**config.mk**
```make
export PLATFORM = sky130hd
export DESIGN_NAME = mem_responder
export DESIGN_NICKNAME = d
export VERILOG_FILES = /design/src/rtl/mem_pkg.sv /design/src/rtl/ram_64x8.sv /design/src/rtl/mem_responder.sv
export SDC_FILE = /design/constraint.sdc
export NUM_CORES = 1
export LEC_CHECK = 0
export ABC_AREA = 1
export BUFFER_PORTS_ARGS = -buffer_cell sky130_fd_sc_hd__buf_2
export CAP_MARGIN = 15
export CORE_MARGIN = 10
export CORE_UTILIZATION = 29
export DETAILED_ROUTE_END_ITERATION = 12
export PLACE_DENSITY = 0.43
export SLEW_MARGIN = 20
export SYNTH_ARGS = -nofsm -noshare
export SYNTH_HDL_FRONTEND = slang
export SYNTH_SLANG_ARGS = --single-unit
```
**constraint.sdc**
```tcl
create_clock -name clk -period 2.2 [get_ports clk]
set_input_delay 0.44 -clock clk [delete_from_list [all_inputs] [get_ports clk]]
set_output_delay 0.44 -clock clk [all_outputs]
set_load 0.1 [all_outputs]
```
**src/rtl/mem_pkg.sv**
```systemverilog
// mem_pkg: shared widths, depth and boot state encoding for the memory responder
package mem_pkg;
  localparam int ADDR_W = 6;
  localparam int DATA_W = 8;
  localparam int DEPTH = 2 ** ADDR_W;
  typedef enum logic [1:0] {S_CLEAR, S_LOAD, S_RUN} boot_state_t;
endpackage

```
**src/rtl/ram_64x8.sv**
```systemverilog
// ram_64x8: single write port RAM with registered, enabled read; array itself is never reset
module ram_64x8
  import mem_pkg::*;
(
  input  logic              clk,
  input  logic              rst,
  input  logic              we,
  input  logic [ADDR_W-1:0] waddr,
  input  logic [DATA_W-1:0] wdata,
  input  logic              re,
  input  logic [ADDR_W-1:0] raddr,
  output logic [DATA_W-1:0] rdata
);
  logic [DATA_W-1:0] mem [DEPTH];
  always_ff @(posedge clk)
    if (we) mem[waddr] <= wdata;
  always_ff @(posedge clk or negedge rst)
    if (!rst) rdata <= '0;
    else if (re) rdata <= mem[raddr];
endmodule

```
**src/rtl/mem_responder.sv**
```systemverilog
// mem_responder: CPU-side RAM with boot sequencing (zero-fill, byte-stream load, CPU release)
module mem_responder
  import mem_pkg::*;
(
  input  logic              clk,
  input  logic              rst,
  input  logic              rd_mem,
  input  logic              wr_mem,
  input  logic [ADDR_W-1:0] adr_bus,
  input  logic [DATA_W-1:0] wr_data,
  output logic [DATA_W-1:0] rd_data,
  input  logic              ld_valid,
  input  logic [DATA_W-1:0] ld_data,
  input  logic              ld_last,
  output logic              ld_ready,
  output logic              cpu_rst,
  output logic              boot_done,
  output logic              bus_err
);
  boot_state_t state, state_n;
  logic [ADDR_W-1:0] ptr, ptr_n, waddr;
  logic [DATA_W-1:0] wdata;
  logic we, re, xfer, bus_err_n, ptr_end;
  assign xfer = ld_valid & ld_ready;
  assign ptr_end = ptr == ADDR_W'(DEPTH - 1);
  always_comb begin
    state_n = state;
    ptr_n = ptr;
    we = 1'b0;
    re = 1'b0;
    waddr = ptr;
    wdata = '0;
    bus_err_n = bus_err;
    case (state)
      S_CLEAR: begin
        we = 1'b1;
        ptr_n = ptr + 1'b1;
        state_n = ptr_end ? S_LOAD : S_CLEAR;
      end
      S_LOAD: begin
        we = xfer;
        wdata = ld_data;
        ptr_n = xfer ? ptr + 1'b1 : ptr;
        state_n = (xfer && (ld_last || ptr_end)) ? S_RUN : S_LOAD;
      end
      default: begin
        we = wr_mem & ~rd_mem;
        re = rd_mem & ~wr_mem;
        waddr = adr_bus;
        wdata = wr_data;
        bus_err_n = bus_err | (rd_mem & wr_mem);
      end
    endcase
  end
  // Handshake/status outputs are registered from the next state so they flip on the entering edge
  always_ff @(posedge clk or negedge rst)
    if (!rst) begin
      state <= S_CLEAR;
      ptr <= '0;
      ld_ready <= 1'b0;
      cpu_rst <= 1'b1;
      boot_done <= 1'b0;
      bus_err <= 1'b0;
    end else begin
      state <= state_n;
      ptr <= ptr_n;
      ld_ready <= state_n == S_LOAD;
      cpu_rst <= state_n != S_RUN;
      boot_done <= state_n == S_RUN;
      bus_err <= bus_err_n;
    end
  ram_64x8 u_ram (
    .clk(clk),
    .rst(rst),
    .we(we),
    .waddr(waddr),
    .wdata(wdata),
    .re(re),
    .raddr(adr_bus),
    .rdata(rd_data)
  );
endmodule

```
==> qor.csv <==
stage;metric;value;unit
clocking;CTS tree;built;
clocking;Clock Latency Late Sink;0.63;ns
global_route;vias in the first global route;14400;
drt;1st-pass router iterations;5;
cells_and_area;layout cell share with drive strength beyond 1;14.7;%
power;pwr dens;857;nW/µm²
place;Final GP Congestion;0.802;
sta;Final Hold Fails;0;
power;combinational share of power;7.4;%
yosys;count of cell types in the netlist;22;
worst_setup_path;Worst R2R Setup Slack;0.1;ns
yosys;Post-Syn Area per Cell;11.6;µm²
place;Detail Placement HPWL;38800;µm
run_status;status;completed;
sta;Hold WS;0.149;ns
cells_and_area;design area;26300;µm²
sta;Final Max Tran Viols;0;
drt;initial DRC count;1099;
worst_setup_path;Setup crit start kind;flip-flop;
clocking;CTS buffer count;59;
sta;Final setup viols;0;
sta;Max Clk Rate;476;MHz
worst_setup_path;CP Class;reg -> reg;
drt;WL/cell;20.9;µm
cells_and_area;area grow syn2layout;20.5;%
worst_hold_path;Hold WC Path Type;in -> reg;
drt;routed via count;14500;
cells_and_area;ANT cells;0;
power;Pint;17.3;mW
power;clock network fraction of design power;43.0;%
power;leak pwr;9.60;nW
drt;DRT antenna net count;0;
clocking;H-tree depth;2;
power;maximum VDD drop;613;µV
cells_and_area;post-layout net count;2058;
die;starting density of the core;29.3;%
sta;final worst slack;0.0993;ns
power;Power, Total;22.5;mW
sta;Slew headroom;64.4;%
die;Die Height;294;µm
clocking;worst-case clock buffer depth;3;
global_route;largest net degree at the start of global routing;65;
yosys;yosys warns;0;
place;dpl cell area;24400;µm²
die;Core Rows;100;
yosys;Seq cells post-synth;532;
worst_setup_path;nature of the critical path endpoint;flip-flop;
place;PortBufs;39;
sta;fin crit share;95.5;%
worst_setup_path;CP Max Fanout;15;
die;die width;294;µm
place;DP Worst Slack;-0.0630;ns
drt;Detailed Route WL;63800;µm
worst_setup_path;crit path DAT;2.41;ns
power;switching share of power;23.4;%
drt;number of remaining DRC errors;0;
power;part of the power in registers;49.6;%
flow_run;max-cap violation count;0;
yosys;Cell Area, Synth;21800;µm²
drt;vias per std cell;4.76;
global_route;first-pass GRT wire length;94600;µm
die;die area;86700;µm²
power;sw power;5.28;mW
yosys;Post-Syn Instances;1887;
die;I/O Pins;40;
yosys;Net Count, Synth;1916;
sta;min cycle time layout;2.10;ns
die;Core Area;74600;µm²
sta;Max Clock Skew;0.0245;ns
clocking;clock sink count;532;
global_route;initial antenna violation count;1;
sta;Setup Total Neg Slack;0;ns
global_route;Remaining Overflow, GRT;0;
clocking;Worst-path clk slew;0.06;ns
global_route;Global Route Usage Sum;14.6;%
worst_setup_path;Worst Path Required;2.51;ns
yosys;sequential share of the synthesized area;72.7;%
clocking;Clock Tree Root;clkbuf_16;
sta;Worst Max-Slew Pin Slew;0.532;ns
==> routing by layer <==
metal / up-vias / GRT usage [%] / wire length [µm] / share of wire (%)
met5: - / 0 / 13 / 0.020
met4: 2 / 4.18 / 1500 / 2.4
met3: 89 / 2.15 / 2600 / 4.1
met2: 269 / 24.0 / 30700 / 48
met1: 7243 / 19.7 / 29000 / 45
li1: 6920 / - / - / -
==> per-stage QoR <==
step                      util [%]  cells
after global routing          35.3   3048
final                         35.3   3048
after floorplan                  -   1887
after CTS                     35.3   3047
after global placement        32.7   2935
after detailed placement      32.7   2935
==> worst max-delay path, cell delays in order, from the launching register on <==
cell	delay, ns
dfrtp_1	0.41
buf_12	0.16
o21ai_0	0.29
inv_1	0.10
nor2_1	0.16
nand2_1	0.27
nor2_1	0.19
buf_4	0.20
==> kinds of logic after synthesis <==
kind of cell / after synthesis / share of synthesized area (%)
flip-flops: 532 / 72.7
adder cells (fa/ha/maj): 1 / 0.0573
AND/OR/NAND/NOR: 1202 / 23.5
XOR/XNOR: 5 / 0.201
buffers and inverters: 135 / 3.16
AO/OA/AOI/OAI: 12 / 0.378
==> layout by cell type, fill, tap and decap left out, drive strengths merged <==
master	n
nand4	10
dlygate4sd3	1
bufinv	6
dfstp	1
inv	20
buf	193
o21ai	6
xor2	3
nand3	474
clkinv	32
a21oi	4
nor2	72
clkbuf	75
edfxtp	512
dfrtp	19
nand2	646
xnor2	2
o21bai	1
o31ai	1
ha	1
==> area by class of cell <==
cell class | count | area [µm²]
Fill cell | 7440 | 48300
Sequential cell | 532 | 15900
Multi-Input combinational cell | 1220 | 5360
Timing Repair Buffer | 195 | 1880
Clock buffer | 74 | 1550
Tap cell | 969 | 1210
Clock inverter | 37 | 339
Inverter | 21 | 86.3
==> synth_stat cells <==
cell      number  area [µm²]
xor2_1         3        26.3
nand4_1       10        62.6
dfrtp_1       19         475
o21ai_0        6        30.0
o31ai_4        1        21.3
ha_1           1        12.5
buf_2         57         285
inv_1         18        67.6
dfstp_2        1        26.3
buf_1          7        26.3
a21oi_1        3        15.0
xnor2_1        2        17.5
nand3_1      474        2370
edfxtp_1     512       15400
clkbuf_1      20        75.1
clkinv_1       2        7.51
a21oi_2        1        8.76
buf_4         30         225
inv_2          1        3.75
o21bai_1       1        7.51
nand2_1      646        2420
nor2_1        72         270
==> worst paths after layout <==
path | startpoint | endpoint | cells past startpoint
hold reg to reg | bus_err | bus_err | 1
setup reg to reg | state[1] | u_ram.mem[4][2] | 7
setup / recovery | state[1] | u_ram.mem[4][2] | 7
min in group asynchronous | rst | u_ram.rdata[3] | 2
max in group asynchronous | rst | ld_ready | 2
hold / removal | rd_mem | bus_err | 3
==> power by group through the flow <==
stage               Clock, mW  Sequential [mW]  Combinational (mW)
floorplan                   0             11.5               0.794
global placement            0             11.4                1.68
detailed placement          0             11.4                1.69
CTS                      9.96             11.2                1.69
global route             10.4             11.2                1.82
finish                   9.70             11.2                1.66
==> sequential cells by signal, summed over array words and instances, names as in the netlist <==
name         flops
ptr              6
bus_err          1
u_ram.mem      512
boot_done        1
u_ram.rdata      8
ld_ready         1
state            2
cpu_rst          1
==> repair_timing <==
action | CTS | global route
gates resized for setup | 1 | 3
buffers inserted | 0 | 1
setup endpoints to repair | 24 | 377
hold buffers | 1 | 0
pin swaps | 3 | 2
hold endpoints to repair | 19 | 0
No activity file was read; power rests on OpenSTA's default activity.
